`src/rtl/smem_pkg.sv`:
```
// smem_pkg: shared definitions for the system-memory arbiter.
//   - default address / data widths
//   - FSM state encoding (IDLE, RMW)
//   - requester id encoding (FETCH, DATA)
//   - byte_merge(): combines an old word with new byte lanes under a byte enable
package smem_pkg;

    localparam int AW_DEF  = 10;
    localparam int DW_DEF  = 32;
    localparam int BEW_DEF = DW_DEF / 8;

    typedef enum logic {
        ST_IDLE = 1'b0,
        ST_RMW  = 1'b1
    } state_e;

    typedef enum logic {
        REQ_FETCH = 1'b0,
        REQ_DATA  = 1'b1
    } req_id_e;

    // Lane k of the result comes from new_word when be[k] is set, otherwise from old_word.
    function automatic logic [DW_DEF-1:0] byte_merge(
        input logic [DW_DEF-1:0]  old_word,
        input logic [DW_DEF-1:0]  new_word,
        input logic [BEW_DEF-1:0] be
    );
        logic [DW_DEF-1:0] merged;
        merged = old_word;
        for (int k = 0; k < BEW_DEF; k++) begin
            if (be[k]) begin
                merged[8*k +: 8] = new_word[8*k +: 8];
            end else begin
                merged[8*k +: 8] = old_word[8*k +: 8];
            end
        end
        return merged;
    endfunction

endpackage

```
`src/rtl/smem_arb_if.sv`:
```
// smem_arb_if: bundles the fetch port, the load/store port and the memory
// port of the system-memory arbiter.
//   slave  modport: the arbiter's view (requests in, grants/responses and
//                   memory commands out, memory read data in)
//   master modport: the requesters' plus memory's view (the mirror image)
interface smem_arb_if #(
    parameter int AW = 10,
    parameter int DW = 32
) ();

    // fetch port
    logic            i_req;
    logic [AW-1:0]   i_addr;
    logic            i_gnt;
    logic            i_rvalid;
    logic [DW-1:0]   i_rdata;

    // load/store port
    logic            d_req;
    logic            d_we;
    logic [DW/8-1:0] d_be;
    logic [AW-1:0]   d_addr;
    logic [DW-1:0]   d_wdata;
    logic            d_gnt;
    logic            d_rvalid;
    logic [DW-1:0]   d_rdata;

    // memory port
    logic            mem_we;
    logic [AW-1:0]   mem_addr;
    logic [DW-1:0]   mem_din;
    logic [DW-1:0]   mem_dout;

    modport slave (
        input  i_req, i_addr,
        output i_gnt, i_rvalid, i_rdata,
        input  d_req, d_we, d_be, d_addr, d_wdata,
        output d_gnt, d_rvalid, d_rdata,
        output mem_we, mem_addr, mem_din,
        input  mem_dout
    );

    modport master (
        output i_req, i_addr,
        input  i_gnt, i_rvalid, i_rdata,
        output d_req, d_we, d_be, d_addr, d_wdata,
        input  d_gnt, d_rvalid, d_rdata,
        input  mem_we, mem_addr, mem_din,
        output mem_dout
    );

endinterface

```
`src/rtl/smem_rr_pick.sv`:
```
// smem_rr_pick: two-request round-robin picker.
//   clk, rst            : clock, synchronous active-high reset
//   hold                : when high no grant is issued and the pointer is kept
//   req_fetch, req_data : requests
//   gnt_fetch, gnt_data : one-hot (or zero) grants, combinational
// On a tie the port that did not win last time is granted; the pointer
// resets to DATA so fetch wins the first tie.
module smem_rr_pick
    import smem_pkg::*;
(
    input  logic clk,
    input  logic rst,
    input  logic hold,
    input  logic req_fetch,
    input  logic req_data,
    output logic gnt_fetch,
    output logic gnt_data
);

    req_id_e last_q;
    req_id_e last_d;

    // Grant selection and next last-winner pointer.
    always_comb begin
        gnt_fetch = 1'b0;
        gnt_data  = 1'b0;
        last_d    = last_q;
        if (hold) begin
            gnt_fetch = 1'b0;
            gnt_data  = 1'b0;
        end else if (req_fetch && req_data) begin
            if (last_q == REQ_DATA) begin
                gnt_fetch = 1'b1;
            end else begin
                gnt_data = 1'b1;
            end
        end else if (req_fetch) begin
            gnt_fetch = 1'b1;
        end else if (req_data) begin
            gnt_data = 1'b1;
        end else begin
            gnt_fetch = 1'b0;
            gnt_data  = 1'b0;
        end

        if (gnt_fetch) begin
            last_d = REQ_FETCH;
        end else if (gnt_data) begin
            last_d = REQ_DATA;
        end else begin
            last_d = last_q;
        end
    end

    // Last-winner pointer register.
    always_ff @(posedge clk) begin
        if (rst) begin
            last_q <= REQ_DATA;
        end else begin
            last_q <= last_d;
        end
    end

endmodule

```
`src/rtl/smem_arb.sv`:
```
// smem_arb: round-robin arbiter and sequencer in front of a single-port,
// one-cycle-latency system memory shared by instruction fetch and load/store.
//   clk, rst : clock, synchronous active-high reset
//   bus      : smem_arb_if.slave -- fetch port (i_*), load/store port (d_*),
//              memory port (mem_*)
// Partial-word stores become a read (grant cycle) followed by a merged write
// in the RMW cycle; no request is granted during RMW.
module smem_arb
    import smem_pkg::*;
#(
    parameter int AW = AW_DEF,
    parameter int DW = DW_DEF
) (
    input  logic           clk,
    input  logic           rst,
    smem_arb_if.slave      bus
);

    localparam int BEW = DW / 8;
    localparam logic [BEW-1:0] BE_ALL  = {BEW{1'b1}};
    localparam logic [BEW-1:0] BE_NONE = {BEW{1'b0}};

    state_e          state_q,  state_d;
    logic [AW-1:0]   lat_addr_q,  lat_addr_d;
    logic [BEW-1:0]  lat_be_q,    lat_be_d;
    logic [DW-1:0]   lat_wdata_q, lat_wdata_d;
    logic            i_rvalid_q,  i_rvalid_d;
    logic            d_rvalid_q,  d_rvalid_d;

    logic            hold_s;
    logic            i_gnt_s;
    logic            d_gnt_s;
    logic            partial_s;
    logic            mem_we_s;
    logic [AW-1:0]   mem_addr_s;
    logic [DW-1:0]   mem_din_s;

    // Reset and the RMW write cycle both block new grants.
    assign hold_s = rst | (state_q == ST_RMW);

    smem_rr_pick u_pick (
        .clk       (clk),
        .rst       (rst),
        .hold      (hold_s),
        .req_fetch (bus.i_req),
        .req_data  (bus.d_req),
        .gnt_fetch (i_gnt_s),
        .gnt_data  (d_gnt_s)
    );

    assign partial_s = (bus.d_be != BE_ALL) && (bus.d_be != BE_NONE);

    // Memory command, next FSM state, store latch and response strobes.
    always_comb begin
        state_d     = state_q;
        lat_addr_d  = lat_addr_q;
        lat_be_d    = lat_be_q;
        lat_wdata_d = lat_wdata_q;
        i_rvalid_d  = 1'b0;
        d_rvalid_d  = 1'b0;
        mem_we_s    = 1'b0;
        mem_addr_s  = {AW{1'b0}};
        mem_din_s   = {DW{1'b0}};
        if (rst) begin
            state_d = ST_IDLE;
        end else begin
            case (state_q)
                ST_IDLE: begin
                    if (i_gnt_s) begin
                        mem_addr_s = bus.i_addr;
                        i_rvalid_d = 1'b1;
                    end else if (d_gnt_s) begin
                        mem_addr_s = bus.d_addr;
                        if (bus.d_we && partial_s) begin
                            // Read the old word now; merge and write next cycle.
                            lat_addr_d  = bus.d_addr;
                            lat_be_d    = bus.d_be;
                            lat_wdata_d = bus.d_wdata;
                            state_d     = ST_RMW;
                        end else begin
                            if (bus.d_we && (bus.d_be == BE_ALL)) begin
                                mem_we_s  = 1'b1;
                                mem_din_s = bus.d_wdata;
                            end else begin
                                mem_we_s  = 1'b0;
                            end
                            d_rvalid_d = 1'b1;
                        end
                    end else begin
                        mem_addr_s = {AW{1'b0}};
                    end
                end
                ST_RMW: begin
                    mem_addr_s = lat_addr_q;
                    mem_we_s   = 1'b1;
                    mem_din_s  = byte_merge(bus.mem_dout, lat_wdata_q, lat_be_q);
                    d_rvalid_d = 1'b1;
                    state_d    = ST_IDLE;
                end
                default: begin
                    state_d = ST_IDLE;
                end
            endcase
        end
    end

    // State, store latch and response-valid registers.
    always_ff @(posedge clk) begin
        if (rst) begin
            state_q     <= ST_IDLE;
            lat_addr_q  <= {AW{1'b0}};
            lat_be_q    <= {BEW{1'b0}};
            lat_wdata_q <= {DW{1'b0}};
            i_rvalid_q  <= 1'b0;
            d_rvalid_q  <= 1'b0;
        end else begin
            state_q     <= state_d;
            lat_addr_q  <= lat_addr_d;
            lat_be_q    <= lat_be_d;
            lat_wdata_q <= lat_wdata_d;
            i_rvalid_q  <= i_rvalid_d;
            d_rvalid_q  <= d_rvalid_d;
        end
    end

    assign bus.i_gnt    = i_gnt_s;
    assign bus.d_gnt    = d_gnt_s;
    // A response due in a reset cycle is dropped.
    assign bus.i_rvalid = i_rvalid_q & ~rst;
    assign bus.d_rvalid = d_rvalid_q & ~rst;
    assign bus.i_rdata  = bus.mem_dout;
    assign bus.d_rdata  = bus.mem_dout;
    assign bus.mem_we   = mem_we_s;
    assign bus.mem_addr = mem_addr_s;
    assign bus.mem_din  = mem_din_s;

endmodule

```
`src/flat_wrapper.sv`:
```
// flat-port wrapper written by rule: the top's interface ports become plain ports
module smem_arb_flat import smem_pkg::*;
#(
    parameter int AW = AW_DEF,
    parameter int DW = DW_DEF
)
  (clk, rst, bus_i_req, bus_i_addr, bus_i_gnt, bus_i_rvalid, bus_i_rdata, bus_d_req, bus_d_we, bus_d_be, bus_d_addr, bus_d_wdata, bus_d_gnt, bus_d_rvalid, bus_d_rdata, bus_mem_we, bus_mem_addr, bus_mem_din, bus_mem_dout);
  smem_arb_if #(.AW(AW), .DW(DW)) bus_i ();
  input  logic clk;
  input  logic rst;
  input wire logic [$bits(bus_i.i_req)-1:0] bus_i_req;
  input wire logic [$bits(bus_i.i_addr)-1:0] bus_i_addr;
  output wire logic [$bits(bus_i.i_gnt)-1:0] bus_i_gnt;
  output wire logic [$bits(bus_i.i_rvalid)-1:0] bus_i_rvalid;
  output wire logic [$bits(bus_i.i_rdata)-1:0] bus_i_rdata;
  input wire logic [$bits(bus_i.d_req)-1:0] bus_d_req;
  input wire logic [$bits(bus_i.d_we)-1:0] bus_d_we;
  input wire logic [$bits(bus_i.d_be)-1:0] bus_d_be;
  input wire logic [$bits(bus_i.d_addr)-1:0] bus_d_addr;
  input wire logic [$bits(bus_i.d_wdata)-1:0] bus_d_wdata;
  output wire logic [$bits(bus_i.d_gnt)-1:0] bus_d_gnt;
  output wire logic [$bits(bus_i.d_rvalid)-1:0] bus_d_rvalid;
  output wire logic [$bits(bus_i.d_rdata)-1:0] bus_d_rdata;
  output wire logic [$bits(bus_i.mem_we)-1:0] bus_mem_we;
  output wire logic [$bits(bus_i.mem_addr)-1:0] bus_mem_addr;
  output wire logic [$bits(bus_i.mem_din)-1:0] bus_mem_din;
  input wire logic [$bits(bus_i.mem_dout)-1:0] bus_mem_dout;
  assign bus_i.i_req = bus_i_req;
  assign bus_i.i_addr = bus_i_addr;
  assign bus_i_gnt = bus_i.i_gnt;
  assign bus_i_rvalid = bus_i.i_rvalid;
  assign bus_i_rdata = bus_i.i_rdata;
  assign bus_i.d_req = bus_d_req;
  assign bus_i.d_we = bus_d_we;
  assign bus_i.d_be = bus_d_be;
  assign bus_i.d_addr = bus_d_addr;
  assign bus_i.d_wdata = bus_d_wdata;
  assign bus_d_gnt = bus_i.d_gnt;
  assign bus_d_rvalid = bus_i.d_rvalid;
  assign bus_d_rdata = bus_i.d_rdata;
  assign bus_mem_we = bus_i.mem_we;
  assign bus_mem_addr = bus_i.mem_addr;
  assign bus_mem_din = bus_i.mem_din;
  assign bus_i.mem_dout = bus_mem_dout;
  smem_arb #(.AW(AW), .DW(DW)) u_core (.clk(clk), .rst(rst), .bus(bus_i));
endmodule
```
`config.mk`:
```
export PLATFORM = sky130hd
export DESIGN_NAME = smem_arb_flat
export DESIGN_NICKNAME = d
export VERILOG_FILES = /design/src/rtl/smem_pkg.sv /design/src/rtl/smem_arb_if.sv /design/src/rtl/smem_rr_pick.sv /design/src/rtl/smem_arb.sv /design/src/flat_wrapper.sv
export SDC_FILE = /design/constraint.sdc
export NUM_CORES = 1
export LEC_CHECK = 0
export CORE_UTILIZATION = 42
export DETAILED_ROUTE_END_ITERATION = 8
export MAX_ROUTING_LAYER = met4
export PLACE_DENSITY_LB_ADDON = 0.05
export SYNTH_ARGS = -nofsm -noshare
export SYNTH_HDL_FRONTEND = slang
export SYNTH_SLANG_ARGS = --single-unit
```
`constraint.sdc`:
```
create_clock -name clk -period 5.69 [get_ports clk]
set_clock_uncertainty 0.05 [all_clocks]
set_input_delay 0.569 -clock clk [delete_from_list [all_inputs] [get_ports clk]]
set_output_delay 0.569 -clock clk [all_outputs]
set_load 0.005 [all_outputs]
```
== Word-level counts from Yosys, hierarchy flattened ==
Index checks and enable logic that the tools add are counted.

* Register bits after elaboration: 50
* Word-level logic and storage cells: 63
* Input bits: 93

* Bitwise logic cells: 6
* Mux-type cells: 40
* Reductions and logical operators: 8
* Eq/ne operators: 2

{| class="wikitable"
|+ Operators with widths
! kind !! count
|-
| $mux W32 || 5
|-
| $pmux W32 S2 || 1
|-
| $mux W8 || 4
|-
| $mux W10 || 3
|-
| $mux W1 || 23
|-
| $pmux W10 S2 || 1
|-
| $pmux W1 S2 || 3
|-
| $eq A4 B4 Y1 const B || 1
|-
| $logic_and A1 B1 Y1 || 4
|-
| $ne A4 B4 Y1 const B || 1
|-
| $reduce_and A4 Y1 || 1
|-
| $reduce_bool A4 Y1 || 1
|-
| $not A1 Y1 || 3
|-
| $and A1 B1 Y1 || 2
|-
| $reduce_bool A2 Y1 || 1
|-
| $reduce_or A2 Y1 || 1
|-
| $or A1 B1 Y1 || 1
|}

== Depth between registers and ports, before layout ==
Gate-level depths: netlist of run 1.

* Word-level depth: 8
* Depth in mapped cells: 6
* Mapped depth without buffers: 3

== By module ==
A second synthesis of run 1 with hierarchy kept.

* Cell total of the unflattened synthesis: 489
* Area, all modules: 3,981.3 sq um

{| class="wikitable"
|+ Modules (own cells, without submodules)
! module !! times used !! area an instance (sq um) !! cells an instance
|-
| smem_arb || 1 || 3,911.3 || 481
|-
| smem_rr_pick || 1 || 70.1 || 8
|}

== Worst setup path before layout of run 1 ==
OpenSTA, ideal clock, no wires.

* Path kind: in2out
* Start: input port rst
* End: output port bus_mem_din[10]
* Slack: 3,337 ps
* Data arrival time: 1,734 ps
* Stages: 6
* Required time: 5,071 ps
* Cell sequence: clkbuf_1 -> nor2_1 -> and4_1 -> clkbuf_1 -> clkbuf_1 -> o2bb2ai_1

* Word-level cells in the longest chain between the ends: 6

{| class="wikitable"
|+ RTL lines
! item !! RTL line !! source
|-
| start: declaration || flat_wrapper.sv:10 || <nowiki>input logic rst;</nowiki>
|-
| $or A1 B1 Y1 || smem_arb.sv:39 || <nowiki>assign hold_s = rst | (state_q == ST_RMW);</nowiki>
|-
| $mux W1 || smem_rr_pick.sv:28 || <nowiki>if (hold) begin</nowiki>
|-
| $mux W32 || smem_arb.sv:72 || <nowiki>end else if (d_gnt_s) begin</nowiki>
|-
| $mux W32 || smem_arb.sv:69 || <nowiki>if (i_gnt_s) begin</nowiki>
|-
| $pmux W32 S2 || smem_arb.sv:67 || <nowiki>case (state_q)</nowiki>
|-
| $mux W32 * || smem_arb.sv:64 || <nowiki>if (rst) begin</nowiki>
|-
| end: declaration || flat_wrapper.sv:26 || <nowiki>output wire logic [$bits(bus_i.mem_din)-1:0] bus_mem_din;</nowiki>
|}

Every way passes the cells marked *; elsewhere a longest branch is shown, timed or not.

== Worst setup path after layout of run 1 ==
* Start: register u_core.state_q
* End: output port bus_mem_din[16]

* Word-level cells in the longest chain between the ends: 6

{| class="wikitable"
|+ RTL lines
! item !! RTL line !! source
|-
| start: declaration || smem_arb.sv:23 || <nowiki>state_e state_q, state_d;</nowiki>
|-
| start signal: assignment || smem_arb.sv:117 || <nowiki>state_q <= state_d;</nowiki>
|-
| $or A1 B1 Y1 || smem_arb.sv:39 ||
|-
| $mux W1 || smem_rr_pick.sv:28 ||
|-
| $mux W32 || smem_arb.sv:72 ||
|-
| $mux W32 || smem_arb.sv:69 ||
|-
| $pmux W32 S2 * || smem_arb.sv:67 ||
|-
| $mux W32 * || smem_arb.sv:64 ||
|}

Marks and branches as above.

==> results of run 1 <==
## worst min path at each step
stage | start | to | slack [ps]
6_report | u_core.u_pick.last_q | u_core.u_pick.last_q | 510
2_1_floorplan | u_core.u_pick.last_q | u_core.u_pick.last_q | 450
3_5_place_dp | u_core.u_pick.last_q | u_core.u_pick.last_q | 480
4_1_cts | u_core.u_pick.last_q | u_core.u_pick.last_q | 510
5_1_grt | u_core.u_pick.last_q | u_core.u_pick.last_q | 560
3_3_place_gp | u_core.u_pick.last_q | u_core.u_pick.last_q | 470
## state kept, by name (all words and copies together) (netlist names)
register,flops
u_core.u_pick.last_q,1
u_core.lat_be_q,4
u_core.i_rvalid_q,1
u_core.d_rvalid_q,1
u_core.lat_wdata_q,32
u_core.state_q,1
u_core.lat_addr_q,10
## cells by family after synthesis
family,Yosys count,share of synthesized area
buf+inv,105,0.190
mux,78,0.270
simple gates,75,0.124
compound gates,56,0.132
flops,50,0.285
## cell usage after synthesis, types with 2 or more instances
master / n
a221oi_1: 10
a31oi_1: 10
and4_1: 2
buf_1: 6
buf_4: 64
buf_6: 4
clkbuf_1: 19
dfxtp_1: 50
inv_1: 11
mux2_2: 17
mux2_4: 29
mux2i_1: 32
nand2b_1: 3
nand3_1: 10
nor2_1: 14
nor2b_1: 39
o2bb2ai_1: 32
## where the power goes
group,internal (mW),switching [mW],leakage (nW)
clock,0.131,0.121,0.0514
combinational,0.152,0.0735,1.49
sequential,0.366,0.0130,0.407
total,0.649,0.207,1.94
## area by class of cell
type | instances | share of cell area
inverter | 11 | 0.00797
multi-input combinational | 209 | 0.356
sequential | 50 | 0.193
clock inverter | 2 | 0.00724
timing repair buffer | 207 | 0.397
tap | 102 | 0.0246
clock buffer | 6 | 0.0140
## per-layer routing
layer / GRT usage / part of all wire / vias up
met1: 0.234 / 0.41 / 1410
met3: 0.0423 / 0.073 / 9
met5: - / 0 / -
li1: - / - / 1469
met2: 0.358 / 0.50 / 124
met4: 0.0538 / 0.012 / 0
## per-stage QoR
stage / worst slack, ps / hold slack, ps / utilization / cells / total power, mW
detailed placement: 1970 / 482 / 0.643 / 579 / 0.614
global placement: 2040 / 468 / 0.643 / 579 / 0.610
global route: 1470 / 560 / 0.657 / 587 / 0.900
CTS: 1640 / 508 / 0.657 / 587 / 0.868
finish: 1690 / 506 / 0.657 / 587 / 0.857
floorplan: 3340 / 445 / - / 364 / 0.496
==> results_dict.tcl, run 1 <==
set metrics [dict create \
    cp-start-kind "flop" \
    antenna_found_initial 0 \
    setup_tns_ps 0 \
    hold_class "flop to flop" \
    reg2reg_to "u_core.lat_wdata_q[24]" \
    routabilityCongestion 0.781 \
    ctsRootBufferMaster "clkbuf_8" \
    grt_pass1_vias 2887 \
    status "completed" \
    synthTopCellsByArea "dfxtp_1 29%, buf_4 14%, mux2_4 12%" \
    crit_family "simple AND/OR/NAND/NOR gates" \
    clk_pin_slew_ps 100 \
    holdBufCountCts 0 \
    drive_above_1_share 0.124 \
    route.detailed.drc 0 \
    fillers 687 \
    netlist_area_um2 3510 \
    yosysUniqueCellTypes 29 \
    postCtsSetupRepairBufs 0 \
    synth-seq-area-share 0.285 \
    max_freq_mhz 250 \
    area_delta_synth_final_pct 47.6 \
    cp.arrival_ps 3380 \
    synth_top_cell_area_share 0.285 \
    worstMarginPinSlew_ps 922 \
    grt_max_degree 65 \
    synthArstFlopShare 0 \
    leakage_nw 1.94 \
    synth_nets 457 \
    timing.critical_path.from "u_core.state_q" \
    core_um2 7890 \
    clock_sinks 50 \
    r2r_cells 3 \
    slew_viol_final 0 \
    grt_overflow 0 \
    setup_violations 0 \
    die_area_um2 8730 \
    placed_area_um2 5070 \
    n_antenna_cell 0 \
    cts_max_level 2 \
    numPortBuffers 203 \
    wirelength_um 9060 \
    hold_viol_final 0 \
    cts_buffers 5 \
    fin_crit_ps 4000 \
    critPathSlowestCell "nor2_1" \
    synth-warning-count 0 \
    ys_ff_latch 50 \
    die_h_um 93.4 \
    power_density_nw_per_um2 165 \
    die-width_um 93.4 \
    synth_edf_count 0 \
    avgRoutedWirePerCell_um 15.4 \
    relSlewSlack 0.384 \
    num_io_pins 204 \
    endpoint_kind "primary output" \
    cp_max_fo 30 \
    hold_depth 1 \
    synth_cells 364 \
    vias_per_cell 5.13 \
    clock_latency_ps 310 \
    final_nets 577 \
    critical_path_class "flop to primary output" \
    multi_input_area_um2 1850 \
    cts_tree "done" \
    final_cell_area_um2 5180 \
    timing.rr.start "u_core.state_q" \
    dominantRegCellSynth "dfxtp_1" \
    rrSetupSlack_ps 3100 \
    drt-pass1-iter-count 4 \
    path_buf_inv 2 \
    netlist.top_cell.by_area "dfxtp_1" \
    std_cell_rows 32 \
    track_usage 0.203 \
    initial_utilization 0.445 \
    grt_pass1_wl_um 13800 \
    vdd_drop_max_uv 106 \
    period_share 0.703 \
    regArea_um2 1000 \
    slowest_delay_ps 720 \
    synth_area_per_cell_um2 9.65 \
    rsz0062_at_grt "false" \
    dp_hpwl_um 6600 \
    postCtsResizedCells 0 \
    cap_violations 0 \
    cp_num_cells 5 \
    drt_iter0_drc 81 \
    path_cells "nor2_1 > and4_1 > buf_4 > o2bb2ai_1 > clkdlybuf4s50_1" \
    cp-endpoint "bus_mem_din[16]" \
    ant_nets 0 \
    final_common_cell "clkdlybuf4s50_1" \
    layout_common_cells "202 x clkdlybuf4s50_1, 50 x dfxtp_1, 39 x nor2b_1" \
    worstPathRequired_ps 5070 \
    via_count 3012 \
    clk_path_buf_depth 2 \
]
Power figures use the tool's default switching activity.
==> run 2, diff against run 1 <==
--- a/config.mk
+++ b/config.mk
@@ -5,7 +5,7 @@
 export SDC_FILE = /design/constraint.sdc
 export NUM_CORES = 1
 export LEC_CHECK = 0
-export CORE_UTILIZATION = 42
+export CORE_UTILIZATION = 39
 export DETAILED_ROUTE_END_ITERATION = 8
 export MAX_ROUTING_LAYER = met4
 export PLACE_DENSITY_LB_ADDON = 0.05
==> constraint.sdc (replaced) <==
create_clock -name clk -period 3.7 [get_ports clk]
set_clock_uncertainty 0.05 [all_clocks]
set_input_delay 0.37 -clock clk [delete_from_list [all_inputs] [get_ports clk]]
set_output_delay 0.37 -clock clk [all_outputs]
set_load 0.005 [all_outputs]
==> results_dict.tcl, run 2 (synthesized netlist as in run 1, its figures left out) <==
set metrics [dict create \
    numPortBuffers 203 \
    worstPathRequired_ps 3280 \
    largest_reg_flops 32 \
    clk_pin_slew_ps 80 \
    netSwitchingFraction 0.249 \
    top_register "u_core.lat_wdata_q" \
    route.detailed.drc 0 \
    wirelength_um 9210 \
    drt-pass1-iter-count 4 \
    drt_iter0_drc 74 \
    final_nets 581 \
    cts_tree "done" \
    clock_sinks 50 \
    hold_depth 1 \
    final_common_cell "clkdlybuf4s50_1" \
    ant_nets 0 \
    period_share 0.796 \
    vias_per_cell 5.10 \
    area_delta_synth_final_pct 47.7 \
    worstMarginPinSlew_ps 1010 \
    relSlewSlack 0.325 \
    routabilityCongestion 0.698 \
    slew_viol_final 0 \
    cp_max_fo 30 \
    grt_pass1_vias 2992 \
    leakage_nw 1.95 \
    postCtsSetupRepairBufs 0 \
    grt_max_degree 48 \
    top_regs "u_core.lat_wdata_q (32), u_core.lat_addr_q (10), u_core.lat_be_q (4)" \
    internal-power_mw 0.929 \
    ctsRootBufferMaster "clkbuf_8" \
    critical_path_class "flop to primary output" \
    grt_overflow 0 \
    die_h_um 96.9 \
    p_switching_mw 0.308 \
    p_seq_frac 0.472 \
    setup_violations 0 \
    antenna_found_initial 0 \
    grt_pass1_wl_um 14700 \
    hold_class "flop to flop" \
    num_io_pins 204 \
    cp.arrival_ps 2520 \
    cap_violations 0 \
    clock_latency_ps 300 \
    layout_common_cells "202 x clkdlybuf4s50_1, 50 x dfxtp_1, 39 x nor2b_1" \
    n_antenna_cell 0 \
    initial_utilization 0.403 \
    clk_path_buf_depth 2 \
    cts_max_level 2 \
    dp_hpwl_um 6640 \
    hold_viol_final 0 \
    via_count 3039 \
    setup_tns_ps 0 \
    avgRoutedWirePerCell_um 15.5 \
    clockPowerShare 0.245 \
    holdBufCountCts 0 \
    postCtsResizedCells 0 \
    path_cells "nor2_1 > and4_1 > buf_4 > o21ba_2 > clkdlybuf4s50_1" \
    cp-start-kind "flop" \
    endpoint_kind "primary output" \
    drive_above_1_share 0.127 \
    max_freq_mhz 340 \
    combPwrFrac 0.283 \
    status "completed" \
    power_density_nw_per_um2 238 \
    die_area_um2 9390 \
    track_usage 0.194 \
    fin_cells 596 \
    slowest_delay_ps 990 \
    p_total_mw 1.24 \
    die-width_um 96.9 \
    cts_buffers 5 \
    std_cell_rows 34 \
    core_um2 8720 \
    vdd_drop_max_uv 117 \
    rsz0062_at_grt "false" \
    fin_crit_ps 2940 \
    dpl.cell_count 589 \
    r2r_cells 3 \
    critPathSlowestCell "dfxtp_1" \
]
-- run 2: cell types whose count changed in the layout (fill, tap and decap cells not counted), sizes merged --
cell	change
buf	+4
bufinv	-1
clkbuf	+1
clkinvlp	-1
-- run 2: power by group through the flow --
stage,Combinational [mW],Sequential (mW),Clock (mW)
final,0.350,0.583,0.303
after global routing,0.376,0.587,0.338
after CTS,0.354,0.584,0.319
after detailed placement,0.353,0.596,0
after global placement,0.348,0.595,0
after floorplan,0.181,0.582,0
-- run 2: worst paths after layout --
check,from,end,slack (ps)
max,u_core.state_q,bus_mem_we,760
min,u_core.u_pick.last_q,u_core.u_pick.last_q,510
max reg2reg,u_core.state_q,u_core.lat_addr_q[0],1080
min reg2reg,u_core.u_pick.last_q,u_core.u_pick.last_q,510
-- run 2: per-stage QoR --
stage | utilization | hold WS [ps] | setup WS, ps | cell area (um^2)
3_3_place_gp | 0.586 | 462 | 945 | 5110
4_1_cts | 0.595 | 510 | 787 | 5190
2_1_floorplan | - | 445 | 1720 | 3510
3_5_place_dp | 0.586 | 480 | 877 | 5110
6_report | 0.595 | 510 | 756 | 5190
5_1_grt | 0.595 | 539 | 652 | 5190
-- run 2: final cells by class --
class,instances,area [um^2]
Tap cell,108,135
Fill cell,795,3530
Timing Repair Buffer,211,2090
Clock buffer,7,76.3
Inverter,11,41.3
Multi-Input combinational cell,209,1850
Sequential cell,50,1000
-- run 2: critical path, delay by kind of cell (launching register included) --
| kind | cells | cell delay, ps |
|---|---|---|
| AO/OA/AOI/OAI | 1 | 210 |
| buffers and inverters | 2 | 650 |
| flip-flops | 1 | 990 |
| AND/OR/NAND/NOR | 2 | 360 |
-- run 2: per-layer routing --
layer / part of all wire / track usage / vias up
met1: 0.44 / 0.226 / 1437
li1: - / - / 1473
met5: 0 / - / -
met4: 0.012 / 0.0551 / 0
met3: 0.055 / 0.0441 / 11
met2: 0.50 / 0.334 / 118
==> run 3, diff against run 2 <==
==> constraint.sdc (replaced) <==
create_clock -name clk -period 3.1 [get_ports clk]
set_clock_uncertainty 0.05 [all_clocks]
set_input_delay 0.31 -clock clk [delete_from_list [all_inputs] [get_ports clk]]
set_output_delay 0.31 -clock clk [all_outputs]
set_load 0.005 [all_outputs]
==> results_dict.tcl, run 3 (synthesized netlist as in run 1, its figures left out) <==
set metrics [dict create \
    core_um2 8720 \
    die-width_um 96.9 \
    placed_area_um2 5120 \
    top_register "u_core.lat_wdata_q" \
    std_cell_rows 34 \
    cap_violations 0 \
    endpoint_kind "primary output" \
    power_density_nw_per_um2 289 \
    num_io_pins 204 \
    grt_util_met3 0.0397 \
    final_cell_area_um2 5210 \
    slew_viol_final 0 \
    postCtsResizedCells 0 \
    grt_use_met1 0.243 \
    route.detailed.drc 0 \
    hold_class "flop to flop" \
    cts_max_level 2 \
    fin_util 0.597 \
    largest_reg_flops 32 \
    relSlewSlack 0.460 \
    wirelength_um 8960 \
    top_regs "u_core.lat_wdata_q (32), u_core.lat_addr_q (10), u_core.lat_be_q (4)" \
    rsz0062_at_grt "false" \
    vias_per_cell 5.05 \
    setup_violations 0 \
    ant_nets 0 \
    cp.arrival_ps 2290 \
    leakage_nw 1.97 \
    avgRoutedWirePerCell_um 15.0 \
    status "completed" \
    drive_above_1_share 0.133 \
    clk_path_buf_depth 2 \
    hold_viol_final 0 \
    dp_hpwl_um 6550 \
    initial_utilization 0.403 \
    p_total_mw 1.50 \
    vdd_drop_max_uv 167 \
    antenna_found_initial 0 \
    top_usage_layer "met2" \
    grt_overflow 0 \
    area_delta_synth_final_pct 48.3 \
    worstPathRequired_ps 2740 \
    grt_pass1_vias 2928 \
    worstMarginPinSlew_ps 811 \
    cp_max_fo 11 \
    track_usage 0.195 \
    layout_common_cells "202 x clkdlybuf4s50_1, 50 x dfxtp_1, 39 x nor2b_1" \
    drt-pass1-iter-count 4 \
    via_count 3017 \
    setup_tns_ps 0 \
    grt.met2_usage 0.325 \
    n_antenna_cell 0 \
    cts_tree "done" \
    cp-start-kind "primary input" \
    period_share 0.856 \
    drt_iter0_drc 56 \
    max_freq_mhz 377 \
    critical_path_class "primary input to primary output" \
    die_h_um 96.9 \
    worst_hold_slack_ps 505 \
    grt_pass1_wl_um 14700 \
    routabilityCongestion 0.740 \
    clock_latency_ps 300 \
    postCtsSetupRepairBufs 0 \
    ctsRootBufferMaster "clkbuf_8" \
    die_area_um2 9390 \
    holdBufCountCts 0 \
    fin_crit_ps 2650 \
    cts_buffers 5 \
    grt_max_degree 48 \
    numPortBuffers 203 \
    clock_sinks 50 \
    final_nets 582 \
    final_common_cell "clkdlybuf4s50_1" \
    clk_pin_slew_ps 90 \
]
## run 3: changes by cell type in the layout (fill, tap and decap cells not counted)
cell	before	now
clkbuf_8	5	6
clkinv_2	0	1
clkbuf_1	2	1
buf_4	8	9
## run 3: worst max-delay path, cell delays in order
cell and delay (ps):
clkdlybuf4s50_1 490, a21boi_1 280, buf_4 240, nand3_1 100, a221oi_1 300, clkdlybuf4s50_1 570
## run 3: routing by layer
metal | up-vias | part of all wire
met5 | - | 0
li1 | 1480 | -
met4 | 0 | 0.0064
met3 | 4 | 0.059
met1 | 1417 | 0.45
met2 | 116 | 0.48
## run 3: worst paths after layout
check | startpoint | endpoint | slack, ps | cells after the start
worst min-delay path | u_core.u_pick.last_q | u_core.u_pick.last_q | 510 | 1
worst min register to register | u_core.u_pick.last_q | u_core.u_pick.last_q | 510 | 1
worst max register to register | u_core.state_q | u_core.lat_addr_q[2] | 920 | 3
worst max-delay path | bus_d_req | bus_mem_addr[2] | 450 | 6
## run 3: area by class of cell
| type | instances | area (um^2) |
|---|---|---|
| Fill cell | 759 | 3510 |
| Clock inverter | 1 | 5.00 |
| Multi-Input combinational cell | 209 | 1850 |
| Tap cell | 108 | 135 |
| Inverter | 11 | 41.3 |
| Sequential cell | 50 | 1000 |
| Clock buffer | 7 | 86.3 |
| Timing Repair Buffer | 212 | 2090 |
## run 3: stage by stage
step / worst slack (ps) / std cells
finish: 448 / 598
global route: 270 / 598
CTS: 419 / 598
detailed placement: 417 / 590
global placement: 459 / 590
floorplan: 1170 / 364
## run 3: where the power goes
part	internal (mW)	switching, mW
sequential	0.672	0.0212
combinational	0.282	0.138
clock	0.181	0.212
total	1.13	0.371
